`config.mk`:
```
export PLATFORM = sky130hd
export DESIGN_NAME = mem_stage
export DESIGN_NICKNAME = d
export VERILOG_FILES = /design/src/rtl/mem_pkg.sv /design/src/rtl/dmem_req_fsm.sv /design/src/rtl/mem_stage.sv
export SDC_FILE = /design/constraint.sdc
export NUM_CORES = 1
export LEC_CHECK = 0
export CORE_ASPECT_RATIO = 1.75
export CORE_MARGIN = 2
export CORE_UTILIZATION = 40
export CTS_BUF_LIST = sky130_fd_sc_hd__clkbuf_4 sky130_fd_sc_hd__clkbuf_8
export DETAILED_ROUTE_END_ITERATION = 10
export PLACE_DENSITY = 0.79
export SYNTH_ARGS = -nofsm -noshare
export SYNTH_HDL_FRONTEND = slang
export SYNTH_SLANG_ARGS = --single-unit
```
`constraint.sdc`:
```
create_clock -name clk -period 1.9 [get_ports clk]
set_clock_uncertainty 0.15 [all_clocks]
set_input_delay 0.38 -clock clk [delete_from_list [all_inputs] [get_ports clk]]
set_output_delay 0.38 -clock clk [all_outputs]
set_load 0.05 [all_outputs]
```
`src/rtl/mem_pkg.sv`:
```
// Shared constants for the memory-access stage.
// Opcodes, request FSM state encoding and timeout default.
package mem_pkg;

   localparam logic [3:0] OP_LW = 4'b0100;
   localparam logic [3:0] OP_SW = 4'b0101;
   localparam logic [3:0] OP_LM = 4'b0110;
   localparam logic [3:0] OP_SM = 4'b0111;

   localparam logic [1:0] ST_IDLE   = 2'd0;
   localparam logic [1:0] ST_REQ    = 2'd1;
   localparam logic [1:0] ST_WAIT_R = 2'd2;
   localparam logic [1:0] ST_DRAIN  = 2'd3;

   localparam int TIMEOUT_DEF = 255;

endpackage

```
`src/rtl/dmem_req_fsm.sv`:
```
// Data-memory request FSM: handshake, stall, flush drain and timeout.
// Reports completed loads/stores to the stage for writeback.
module dmem_req_fsm
   import mem_pkg::*;
#(
   parameter int ADDR_W  = 16,
   parameter int DATA_W  = 16,
   parameter int TIMEOUT = TIMEOUT_DEF
) (
   input  logic              clk,
   input  logic              rst,
   input  logic              start,
   input  logic              flush,
   input  logic              we,
   input  logic [ADDR_W-1:0] addr,
   input  logic [DATA_W-1:0] wdata,
   input  logic              dmem_ready,
   input  logic              dmem_rvalid,
   output logic              dmem_req,
   output logic              dmem_we,
   output logic [ADDR_W-1:0] dmem_addr,
   output logic [DATA_W-1:0] dmem_wdata,
   output logic              mem_stall,
   output logic              mem_err,
   output logic              idle,
   output logic              load_done,
   output logic              store_done
);

   localparam logic [7:0] TMO_LAST = 8'(TIMEOUT - 1);

   logic [1:0] state;
   logic [1:0] nxt;
   logic [7:0] cnt;
   logic       abort;

   always_comb begin
      nxt        = state;
      load_done  = 1'b0;
      store_done = 1'b0;
      abort      = 1'b0;
      unique case (state)
         ST_IDLE: if (start) nxt = ST_REQ;
         ST_REQ: begin
            if (flush) begin
               // an accepted load still owes one rvalid
               if (dmem_ready && !we && !dmem_rvalid)
                  nxt = ST_DRAIN;
               else
                  nxt = ST_IDLE;
            end else if (dmem_ready) begin
               if (we) begin
                  store_done = 1'b1;
                  nxt        = ST_IDLE;
               end else if (dmem_rvalid) begin
                  load_done = 1'b1;
                  nxt       = ST_IDLE;
               end else begin
                  nxt = ST_WAIT_R;
               end
            end
         end
         ST_WAIT_R: begin
            if (dmem_rvalid) begin
               load_done = !flush;
               nxt       = ST_IDLE;
            end else if (flush) begin
               nxt = ST_DRAIN;
            end
         end
         ST_DRAIN: if (dmem_rvalid) nxt = ST_IDLE;
         default: nxt = ST_IDLE;
      endcase
      if (state != ST_IDLE && nxt != ST_IDLE && cnt == TMO_LAST) begin
         abort = 1'b1;
         nxt   = ST_IDLE;
      end
   end

   always_ff @(posedge clk) begin
      if (rst) begin
         state   <= ST_IDLE;
         cnt     <= '0;
         mem_err <= 1'b0;
      end else begin
         state   <= nxt;
         mem_err <= abort;
         if (state == ST_IDLE || nxt == ST_IDLE)
            cnt <= '0;
         else
            cnt <= cnt + 8'd1;
      end
   end

   assign dmem_req   = (state == ST_REQ);
   assign dmem_we    = dmem_req & we;
   assign dmem_addr  = addr;
   assign dmem_wdata = wdata;
   assign mem_stall  = (state != ST_IDLE);
   assign idle       = (state == ST_IDLE);

endmodule

```
`src/rtl/mem_stage.sv`:
```
// Memory-access pipeline stage: latches the request and muxes the
// registered writeback (ALU pass-through or load data).
module mem_stage
   import mem_pkg::*;
#(
   parameter int ADDR_W  = 16,
   parameter int DATA_W  = 16,
   parameter int TIMEOUT = TIMEOUT_DEF
) (
   input  logic              clk,
   input  logic              rst,
   input  logic              en_ctrl_mem,
   input  logic              flush,
   input  logic              valid_ex,
   input  logic              mem_r,
   input  logic              mem_w,
   input  logic [ADDR_W-1:0] ls_mem_addr,
   input  logic [DATA_W-1:0] store_data,
   input  logic              wb_valid_in,
   input  logic [DATA_W-1:0] wb_data_in,
   input  logic [2:0]        wb_addr_in,
   input  logic [3:0]        opcode_ex,
   output logic              dmem_req,
   output logic              dmem_we,
   output logic [ADDR_W-1:0] dmem_addr,
   output logic [DATA_W-1:0] dmem_wdata,
   input  logic              dmem_ready,
   input  logic              dmem_rvalid,
   input  logic [DATA_W-1:0] dmem_rdata,
   output logic              mem_stall,
   output logic              wb_valid,
   output logic [DATA_W-1:0] wb_data,
   output logic [2:0]        wb_addr,
   output logic [3:0]        opcode_mem,
   output logic              valid_out,
   output logic              mem_err
);

   logic              idle;
   logic              load_done;
   logic              store_done;
   logic              go;
   logic              go_mem;
   logic              go_alu;
   logic [ADDR_W-1:0] addr_q;
   logic [DATA_W-1:0] wdata_q;
   logic              we_q;
   logic [2:0]        rd_q;
   logic [3:0]        op_q;

   // stores arrive with valid_ex low, so mem_r/mem_w also mark a slot
   assign go     = idle & en_ctrl_mem & !flush & (valid_ex | mem_r | mem_w);
   assign go_mem = go & (mem_r | mem_w);
   assign go_alu = go & !(mem_r | mem_w);

   dmem_req_fsm #(
      .ADDR_W (ADDR_W),
      .DATA_W (DATA_W),
      .TIMEOUT(TIMEOUT)
   ) u_fsm (
      .clk        (clk),
      .rst        (rst),
      .start      (go_mem),
      .flush      (flush),
      .we         (we_q),
      .addr       (addr_q),
      .wdata      (wdata_q),
      .dmem_ready (dmem_ready),
      .dmem_rvalid(dmem_rvalid),
      .dmem_req   (dmem_req),
      .dmem_we    (dmem_we),
      .dmem_addr  (dmem_addr),
      .dmem_wdata (dmem_wdata),
      .mem_stall  (mem_stall),
      .mem_err    (mem_err),
      .idle       (idle),
      .load_done  (load_done),
      .store_done (store_done)
   );

   always_ff @(posedge clk) begin
      if (rst) begin
         addr_q  <= '0;
         wdata_q <= '0;
         we_q    <= 1'b0;
         rd_q    <= '0;
         op_q    <= '0;
      end else if (go_mem) begin
         addr_q  <= ls_mem_addr;
         wdata_q <= store_data;
         we_q    <= mem_w;
         rd_q    <= wb_addr_in;
         op_q    <= opcode_ex;
      end
   end

   always_ff @(posedge clk) begin
      if (rst) begin
         wb_valid   <= 1'b0;
         wb_data    <= '0;
         wb_addr    <= '0;
         opcode_mem <= '0;
         valid_out  <= 1'b0;
      end else if (load_done) begin
         wb_valid   <= 1'b1;
         wb_data    <= dmem_rdata;
         wb_addr    <= rd_q;
         opcode_mem <= op_q;
         valid_out  <= 1'b1;
      end else if (store_done) begin
         wb_valid   <= 1'b0;
         wb_addr    <= rd_q;
         opcode_mem <= op_q;
         valid_out  <= (op_q == OP_SM);
      end else if (!idle || en_ctrl_mem) begin
         if (go_alu) begin
            wb_valid   <= wb_valid_in;
            wb_data    <= wb_data_in;
            wb_addr    <= wb_addr_in;
            opcode_mem <= opcode_ex;
            valid_out  <= valid_ex;
         end else begin
            wb_valid  <= 1'b0;
            valid_out <= 1'b0;
         end
      end
   end

endmodule

```
# After elaboration in Yosys (flattened, before gate mapping)
# Cells that the tools add are included.
# classes
n_bitwise,9
addsub,1
reduce_logical,22
n_mux,42
eq_ne,6
# ops
cell,count
$mux 16,4
$mux 2,10
$mux 1,18
$mux 4,4
$mux 3,4
$add 8x1->8 const B,1
$eq 8x8->1 const B,1
$pmux 2 s4,1
$reduce_bool 2->1,4
$and 1x1->1,6
$reduce_bool 3->1,2
$logic_not 1->1,5
$eq 2x2->1 const B,2
$eq 4x3->1 const B,1
$logic_and 1x1->1,4
$logic_not 2->1,2
$or 1x1->1,3
$reduce_and 3->1,1
$eq 2x1->1 const B,1
$logic_or 1x1->1,2
$ne 2x2->1 const B,1
$pmux 1 s2,1
$reduce_and 2->1,1
$reduce_or 2->1,1
# word_totals
output_inout_bits,61
inputBits,81
word_cells,93
reg_bits,76

# Longest topological paths before layout
# Gate-level depths: netlist (run 1).
# depth
ltp_word,14
depth_mapped,9
ltp_nobuf,6

# Modules after synthesis
# A second synthesis (run 1) with hierarchy kept.
# unflattened
hier_cells,429
hier_area_um2,3676.0
# by_module_without_submodules
module,n_inst,seq_area_each_um2,area_each_um2,cells_per_inst
mem_stage,1,1301.2,2792.7,321
dmem_req_fsm,1,220.2,883.3,108

# Worst setup path after synthesis (run 1)
# No wires, ideal clock.
# synth_timing
kind,flip-flop to flip-flop
from,register u_fsm.state[1]
to,register u_fsm.cnt[2]
setup_ns,0.138
period_less_slack_ns,2.229
setup_slack_ns,-0.329
path_stages_with_launch,7
t_arrival_ns,1.941
t_required_ns,1.612
n_path_buf,0
path_cell_list,dfxtp_1 -> inv_1 -> ha_1 -> and3b_1 -> and3_1 -> nor4_4 -> nor3_1
# synth_between
word_cells_on_any_way,23
cone_classes,eq/ne: 3; mux: 8; bitwise: 4; reduce/logical: 8
# synth_lines
item,line_no,rtl
start: declaration,dmem_req_fsm.sv:32,logic [1:0] state;
start signal: assignment,dmem_req_fsm.sv:86,state <= nxt;
$eq 2x1->1 *,n/a,
named net dmem_req,mem_stage.sv:23,"output logic dmem_req,"
$pmux 2 s4 *,dmem_req_fsm.sv:42,unique case (state)
$reduce_bool 2->1,dmem_req_fsm.sv:74,if (state != ST_IDLE && nxt != ST_IDLE && cnt == TMO_LAST) begin
$logic_and 1x1->1 (2 in a row),dmem_req_fsm.sv:74,
$mux 2 *,dmem_req_fsm.sv:74,
$logic_not 2->1 *,dmem_req_fsm.sv:88,if (state == ST_IDLE || nxt == ST_IDLE)
$logic_or 1x1->1 *,dmem_req_fsm.sv:88,
$reduce_or 2->1 (no line) *,n/a,
end signal: assignment,dmem_req_fsm.sv:91,cnt <= cnt + 8'd1;
end: declaration,dmem_req_fsm.sv:34,logic [7:0] cnt;
# The timed path passes the listed nets; every way through them passes the cells marked *.
# A chain may end at the register's enable or synchronous reset.

# Worst setup path after layout (run 1)
# layout_timing
from,register u_fsm.state[0]
to,register u_fsm.cnt[2]
# layout_between
elab_chain_cells,14
word_cells_on_any_way,23
cone_classes,eq/ne: 3; mux: 8; bitwise: 4; reduce/logical: 8
# layout_rtl
item,line_no,rtl
$logic_not 2->1,"dmem_req_fsm.sv:42, dmem_req_fsm.sv:88, dmem_req_fsm.sv:100",
$and 1x1->1 (3 in a row),mem_stage.sv:52,assign go = idle & en_ctrl_mem & !flush & (valid_ex | mem_r | mem_w);
$and 1x1->1,mem_stage.sv:53,assign go_mem = go & (mem_r | mem_w);
$mux 2,dmem_req_fsm.sv:43,ST_IDLE: if (start) nxt = ST_REQ;
$pmux 2 s4,dmem_req_fsm.sv:42,
$reduce_bool 2->1,dmem_req_fsm.sv:74,
$logic_and 1x1->1 (2 in a row),dmem_req_fsm.sv:74,
$mux 2,dmem_req_fsm.sv:74,
$logic_not 2->1,dmem_req_fsm.sv:88,
$logic_or 1x1->1 *,dmem_req_fsm.sv:88,
$reduce_or 2->1 (no line) *,n/a,
# Every way passes the cells marked *; elsewhere a longest branch is shown, timed or not.

==> impl_metrics.toml, run 1 <==
[route]
vias = 3385
wl_per_cell_um = 15.1
dr.pass1.iters = 4
viasPerCell = 5.21
drt_iter0_drc = 138
routed_wl_um = 9810
ant_nets = 0
drcViolationCount = 0

[worst_setup_path]
cp.required_ps = 1980
critPathKind = "reg -> reg"
start_kind = "flop"
cp-startpoint = "u_fsm.state[0]"
r2r_end = "u_fsm.cnt[2]"
r2r_start = "u_fsm.state[0]"
crit_path_max_fanout = 6
cp-endpoint = "u_fsm.cnt[2]"
crit_arrival_ps = 1980
r2r_slack_ps = 5
crit_path_end_kind = "flop"
reg2reg_depth = 7

[global_routing]
first_global_vias = 3340
antenna_found_initial = 0
grt_pass1_wl_um = 15300
grt_start_max_net_pins = 49
grt_usage_pct = 21.3
gr-total-overflow = 0

[timing]
hold_viol = 0
setup_ws_ps = 5.47
fmax_mhz = 528
slew_headroom_pct = 63.2
finalCritPeriodShare_pct = 99.7
slew_violations = 0
min_period_ps = 1890
worstMarginPinSlew_ps = 553
setup_viol = 0
rsz0062_at_grt = "true"

[finish]
num_antenna_cells = 0
final_cell_mix = "nand2_1, buf_4, clkdlybuf4s50_1"
fin_nets = 642
fin_util_pct = 64.7
drive_gt1_share_pct = 30.6
syn2layout_area_growth_pct = 59.0
mostFrequentLayoutCell = "nand2_1"
fin_cells = 650
final_area_um2 = 5310

[logic_synthesis]
synth_area_um2 = 3340
synth-seq-cells = 76
synth.area.top_cells = "dfxtp_1, nand2_1, a21oi_1, a311oi_2, nor2_1"
synth_async_sr_flop_share_pct = 0
synth_edf_count = 0
syn_area_per_cell_um2 = 8.67
synth_top_area_cell = "dfxtp_1"
ys.flop_type = "dfxtp_1"
synth_nets = 473
syn_inst = 385
yosys.area.top_type_share_pct = 45.6
yosys_warnings = 0
synth_seq_area_share_pct = 45.6
yosys.cell_types.count = 47

[place]
globalplace.congestion = 0.875
place_worst_setup_slack_ps = -414
io_buffers = 141
place_inst = 626
hpwl_um = 6930
placed_area_um2 = 4950

[cts]
cts.sinks = 76
cts_root_buffer = "clkbuf_8"
h-tree-depth = 3
numCtsBuffers = 9
cts_tree = "built"
clk_pin_slew_worst_paths_ps = 70
clk_path_buf_depth = 2
clk_latency_ps = 350
hold_buffers = 0

[floorplan]
die_w_um = 73.0
core_um2 = 8200
initial_core_util_pct = 40.7
rows = 44
ios = 142
die_h_um = 125
dieArea_um2 = 9120

[pwr]
power_frac_seq_pct = 38.3
clkPwrFrac_pct = 22.5
finalPower_uw = 4810
swShare_pct = 35.8
p_leak_uw = 0.00212
p_per_area_nw_per_um2 = 906
power.internal_uw = 3080
p_sw_uw = 1720
comb_power_share_pct = 39.2
ir_drop_v = 0.000573

[job]
max_cap_viol_count = 0

[hold_path]
min_path_cells = 2
hp-class = "in -> reg"

[status]
status = "finished, final reports clean"
## state kept, by name, summed over array words and instances, names as in the netlist
register	flops
addr_q	16
wdata_q	16
valid_out	1
opcode_mem	4
u_fsm.state	2
wb_addr	3
rd_q	3
wb_valid	1
u_fsm.mem_err	1
we_q	1
wb_data	16
u_fsm.cnt	8
op_q	4
## synth_stat cells, types with 3 or more instances
cell and count:
a211oi_1 4, inv_1 6, xor2_1 3, and3_1 4
a311oi_2 9, nor3_1 9, dfxtp_1 76, clkbuf_1 8
mux2i_1 7, a211oi_2 3, a311oi_1 8, nand3_1 5
nand2_2 10, xnor2_1 3, nand2_1 107, a21oi_1 39
buf_6 3, ha_1 7, buf_2 9, and3b_1 4
nor2_1 28, nor3b_1 4
## per-stage QoR
step	hold slack (ps)	setup TNS, ps
final	159	0
after global routing	157	-637
after CTS	119	-369
after detailed placement	297	-23380
after global placement	293	-18950
after floorplan	287	0
## final cells by class
type	count	area, um^2
flip-flops and latches	76	1530
clock buffers	11	145
clock inverters	4	26.3
fillers	686	2900
multi-input cells	280	1750
inverters	6	30.0
repair buffers	181	1710
well taps	92	115
## worst min-delay path by stage
stage | from | end | slack (ps)
floorplan | rd_q[0] | rd_q[0] | 290
global placement | rd_q[1] | rd_q[1] | 290
detailed placement | wdata_q[12] | wdata_q[12] | 300
CTS | rst | u_fsm.state[0] | 120
global route | rst | u_fsm.state[1] | 160
finish | rst | u_fsm.state[1] | 160
## worst max-delay path, cell delays in order, from the launching register on
cell     delay (ps)
dfxtp_4         370
buf_6           120
ha_4            160
and3b_2         250
and3_4          200
nor4_4          300
buf_4           190
nor3_1           40
## power by group through the flow
stage | sequential (uW) | combinational (uW) | clock (uW)
after floorplan | 2200 | 663 | 0
after global placement | 1860 | 1680 | 0
after detailed placement | 1870 | 1720 | 0
after CTS | 1830 | 1770 | 1120
after global routing | 1860 | 2000 | 1170
final | 1840 | 1880 | 1080
## repair_timing
| action | CTS | global route |
|---|---|---|
| pin swaps | 7 | 8 |
| setup buffers | 5 | 4 |
| gates resized for setup | 8 | 28 |
| setup endpoints to repair | 70 | 70 |
| gates cloned | 1 | 2 |
## per-layer routing
layer / routed length (um) / global-route usage, % / up-vias
met5: 0 / 0 / -
met4: 397 / 12.4 / 0
met3: 472 / 3.24 / 28
met2: 5420 / 38.3 / 109
met1: 3520 / 22.4 / 1588
li1: - / - / 1660
## kinds of logic (layout without fill, tap and decap cells)
family | count (synthesis) | count (layout) | share of synthesized area [%]
XOR/XNOR | 6 | 6 | 1.58
multiplexers | 7 | 7 | 2.10
buffers and inverters | 29 | 202 | 4.99
flip-flops | 76 | 76 | 45.6
adder cells (fa/ha/maj) | 7 | 7 | 2.62
AO/OA/AOI/OAI | 77 | 77 | 17.9
AND/OR/NAND/NOR | 183 | 183 | 25.2
(Power assumes the default switching activity.)
==> inputs of run 2 (changes only) <==
Settings changed: CORE_ASPECT_RATIO 1.75 to 1.5.
==> impl_metrics.toml, run 2 (synthesis gave the netlist of run 1 again) <==
[cts]
clk_path_buf_depth = 2
hold_buffers = 0
cts_tree = "built"
clk_pin_slew_worst_paths_ps = 70
numCtsBuffers = 9
cts_root_buffer = "clkbuf_8"
cts.sinks = 76
clk_latency_ps = 340
h-tree-depth = 3

[timing]
slew_violations = 0
slew_headroom_pct = 78.3
worst_hold_slack_ps = 306
worstMarginPinSlew_ps = 317
rsz0062_at_grt = "true"
fmax_mhz = 540
min_period_ps = 1850
setup_viol = 0
hold_viol = 0
finalCritPeriodShare_pct = 97.4

[finish]
drive_gt1_share_pct = 29.4
fin_cells = 659
syn2layout_area_growth_pct = 58.9
fin_util_pct = 65.8
num_antenna_cells = 0
fin_nets = 638
mostFrequentLayoutCell = "nand2_1"
final_cell_mix = "nand2_1, buf_4, clkdlybuf4s50_1"
top_regs = "addr_q x16, wb_data x16, wdata_q x16"

[worst_setup_path]
critPathKind = "reg -> reg"
slowest_stage = "dfxtp_4"
start_kind = "flop"
reg2reg_depth = 7
cp_common_cell = "buf_6"
r2r_end = "wb_addr[2]"
crit_path_max_fanout = 6
cp.required_ps = 1970
crit_arrival_ps = 1920
crit_path_end_kind = "flop"
cpPeakStageDelay_ps = 400
r2r_start = "u_fsm.state[0]"
r2r_slack_ps = 50
path_cells = "inv_6 -> ha_4 -> and3b_2 -> a211oi_4 -> buf_6 -> buf_6 -> a211oi_2"

[route]
viasPerCell = 5.06
vias = 3333
dr.pass1.iters = 4
drt_iter0_drc = 139
wl_per_cell_um = 14.4
drcViolationCount = 0
ant_nets = 0
routed_wl_um = 9460

[place]
io_buffers = 141
globalplace.congestion = 0.807
hpwl_um = 6670
place_inst = 641

[hold_path]
min_path_cells = 2
min_from = "addr_q[5]"
hp-class = "reg -> reg"
whs_endpoint = "addr_q[5]"

[floorplan]
initial_core_util_pct = 41.4
die_w_um = 78.6
ios = 142
die_h_um = 116
rows = 40
core_um2 = 8060
dieArea_um2 = 9100

[global_routing]
first_global_vias = 3267
grt_pass1_wl_um = 14900
gr-total-overflow = 0
grt_usage_pct = 20.7
antenna_found_initial = 0
grt_start_max_net_pins = 68

[pwr]
ir_drop_v = 0.000647
p_per_area_nw_per_um2 = 922
p_leak_uw = 0.00213
finalPower_uw = 4890

[job]
max_cap_viol_count = 0

[status]
status = "finished, final reports clean"
==> run 2: cell count changes in the layout (fill, tap and decap cells not counted), sizes merged <==
cell,previous run,this run
buf,101,98
clkinv,3,1
dlymetal6s2s,0,2
bufinv,0,1
clkbuf,12,11
clkdlybuf4s50,78,77
clkinvlp,1,2
dlygate4sd2,1,0
==> run 2: worst max path at each step <==
stage	start	slack (ps)	end	cells past startpoint
finish	u_fsm.state[0]	50	wb_addr[2]	7
global route	u_fsm.state[1]	-30	u_fsm.cnt[2]	7
CTS	u_fsm.state[0]	6	u_fsm.cnt[3]	6
detailed placement	dmem_rvalid	-390	u_fsm.cnt[0]	6
global placement	dmem_rvalid	-350	u_fsm.cnt[1]	6
floorplan	u_fsm.state[0]	7	u_fsm.cnt[0]	6
==> run 2: repair_timing <==
| action | in CTS | in global routing |
|---|---|---|
| setup endpoints to repair | 51 | 54 |
| resized for setup | 12 | 18 |
| pin swaps | 7 | 9 |
| endpoints found under the hold margin | 0 | 0 |
| cloned | 2 | 0 |
| setup buffers | 4 | 0 |
==> run 2: worst max-delay path: cells and delay by family, from the launching register on <==
kind                       cells  cell delay, ps
buffers and inverters          3             340
AOI/OAI and AO/OA              2             370
adders and majority gates      1             230
and+or+nand+nor                1             230
DFF                            1             400
==> run 2: metrics by stage <==
stage	setup TNS, ps	instance area, um^2	setup WS, ps
after floorplan	0	3370	7.27
after global placement	-18730	4980	-351
after detailed placement	-21300	4980	-387
after CTS	0	5260	5.91
after global routing	-155	5300	-30.1
final	0	5300	48.9
==> run 2: power breakdown <==
group | leakage, uW | switching, uW | internal, uW
Combinational | 0.00142 | 1030 | 801
Clock | 0.0000948 | 575 | 648
Sequential | 0.000618 | 103 | 1740
Total | 0.00213 | 1700 | 3190
==> run 2: layer usage <==
metal | vias up | wire length (um) | GRT usage [%] | part of all wire, %
li1 | 1648 | - | - | -
met1 | 1556 | 3560 | 22.1 | 38
met2 | 105 | 5010 | 37.4 | 53
met3 | 24 | 610 | 5.53 | 6.4
met4 | 0 | 287 | 10.2 | 3.0
met5 | - | 0 | 0 | 0
==> run 2: area by class of cell <==
| cell class | count | area [um^2] |
|---|---|---|
| fillers | 670 | 2760 |
| multi-input cells | 280 | 1750 |
| repair buffers | 177 | 1670 |
| flip-flops and latches | 76 | 1530 |
| clock buffers | 11 | 145 |
| well taps | 105 | 131 |
| clock inverters | 4 | 50.0 |
| inverters | 6 | 30.0 |
==> inputs of run 3 (changes only) <==
Settings changed: CORE_MARGIN 2 to default, RECOVER_POWER from default to 25.
==> impl_metrics.toml, run 3 (synthesis gave the netlist of run 1 again) <==
[global_routing]
gr-total-overflow = 0
antenna_found_initial = 0
grt_usage_pct = 21.6
first_global_vias = 3420
grt_start_max_net_pins = 68
grt_pass1_wl_um = 15100

[cts]
clk_path_buf_depth = 2
cts.sinks = 76
clk_latency_ps = 340
cts_tree = "built"
h-tree-depth = 3
cts_root_buffer = "clkbuf_8"
hold_buffers = 0
clk_pin_slew_worst_paths_ps = 80
numCtsBuffers = 9

[worst_setup_path]
crit_path_max_fanout = 6
reg2reg_depth = 7
critPathKind = "reg -> reg"
r2r_start = "u_fsm.state[0]"
crit_buf_inv = 2
cp-startpoint = "u_fsm.state[0]"
slowest_stage = "dfxtp_4"
cp-endpoint = "u_fsm.cnt[6]"
r2r_slack_ps = 7
cpPeakStageDelay_ps = 360
crit_arrival_ps = 1970
crit_path_end_kind = "flop"
crit_family = "simple AND/OR/NAND/NOR gates"
path_cells = "buf_6 -> ha_4 -> and3b_2 -> and3_4 -> nor4_4 -> buf_4 -> nor3_1"
r2r_end = "u_fsm.cnt[6]"
cp.required_ps = 1980
crit_cells = 7
start_kind = "flop"

[finish]
syn2layout_area_growth_pct = 58.9
drive_gt1_share_pct = 27.3
final_cell_mix = "nand2_1, clkdlybuf4s50_1, dfxtp_1"
num_antenna_cells = 0
fillCellCount = 674
mostFrequentLayoutCell = "nand2_1"
fin_util_pct = 65.8
fin_nets = 647
top_regs = "addr_q x16, wb_data x16, wdata_q x16"

[timing]
hold_viol = 0
rsz0062_at_grt = "true"
setup_viol = 0
min_period_ps = 1890
worstMarginPinSlew_ps = 641
worst_hold_slack_ps = 292
finalCritPeriodShare_pct = 99.6
slew_headroom_pct = 57.4
slew_violations = 0
fmax_mhz = 528

[place]
hpwl_um = 6550
io_buffers = 141
globalplace.congestion = 0.827

[floorplan]
die_w_um = 76.6
core_um2 = 8060
ios = 142
initial_core_util_pct = 41.4
rows = 40
die_h_um = 114
dieArea_um2 = 8720

[route]
wl_per_cell_um = 14.1
drcViolationCount = 0
viasPerCell = 5.05
ant_nets = 0
dr.pass1.iters = 4
drt_iter0_drc = 177
routed_wl_um = 9470
vias = 3376

[hold_path]
hp-class = "in -> reg"
min_from = "rst"

[pwr]
p_per_area_nw_per_um2 = 938
finalPower_uw = 4970
p_leak_uw = 0.00203
ir_drop_v = 0.000647

[job]
max_cap_viol_count = 0

[status]
status = "finished, final reports clean"
## run 3: changes by cell type in the layout (fill, tap and decap cells not counted), sizes merged
cell          delta
inv              +1
clkinv           +1
dlygate4sd2      +2
buf             -21
dlymetal6s2s     -2
clkbuf          +29
## run 3: worst min-delay path by stage
| stage | endpoint | slack (ps) | cells after the start |
|---|---|---|---|
| 2_1_floorplan | rd_q[0] | 290 | 2 |
| 4_1_cts | u_fsm.mem_err | 250 | 3 |
| 6_report | u_fsm.mem_err | 290 | 3 |
| 3_5_place_dp | wdata_q[6] | 300 | 2 |
| 5_1_grt | u_fsm.mem_err | 280 | 3 |
| 3_3_place_gp | rd_q[2] | 290 | 2 |
## run 3: stage by stage
step                worst slack [ps]  setup TNS (ps)  instance area [um^2]  std cells
floorplan                       7.27               0                  3370        385
global route                   -76.4            -598                  5300        669
CTS                            -9.89           -42.1                  5270        666
detailed placement              -438          -23290                  4940        641
global placement                -362          -19850                  4940        641
finish                          7.36               0                  5300        669
## run 3: worst reg2reg max path, delay by kind of cell, from the launching register on
family        cells  cell delay [ps]
simple gates      4              790
flops             1              360
buf+inv           2              310
fa+ha+maj         1              170
## run 3: layout make-up
cell class / count / area, um^2 / area share (%)
clock inverters: 6 / 71.3 / 1.34
multi-input cells: 280 / 1810 / 34.1
repair buffers: 186 / 1600 / 30.2
clock buffers: 10 / 138 / 2.60
well taps: 105 / 131 / 2.48
inverters: 6 / 27.5 / 0.519
flip-flops and latches: 76 / 1530 / 28.8
## run 3: repair_timing
| item | in CTS | in global routing |
|---|---|---|
| setup buffers | 7 | 4 |
| gates cloned | 2 | 1 |
| resized for setup | 14 | 30 |
| setup endpoints to repair | 61 | 59 |
| pin swaps | 5 | 10 |
## run 3: report_power, final
group          internal [uW]  switching (uW)
combinational            802            1070
clock                    651             610
sequential              1740            97.8
total                   3190            1780
## run 3: routing by layer
layer,wire (um),GRT usage (%),vias up,part of all wire [%]
met5,0,0,-,0
met4,290,10.9,0,3.1
met3,388,4.00,26,4.1
met2,5100,41.7,103,54
met1,3690,21.8,1584,39
li1,-,-,1663,-
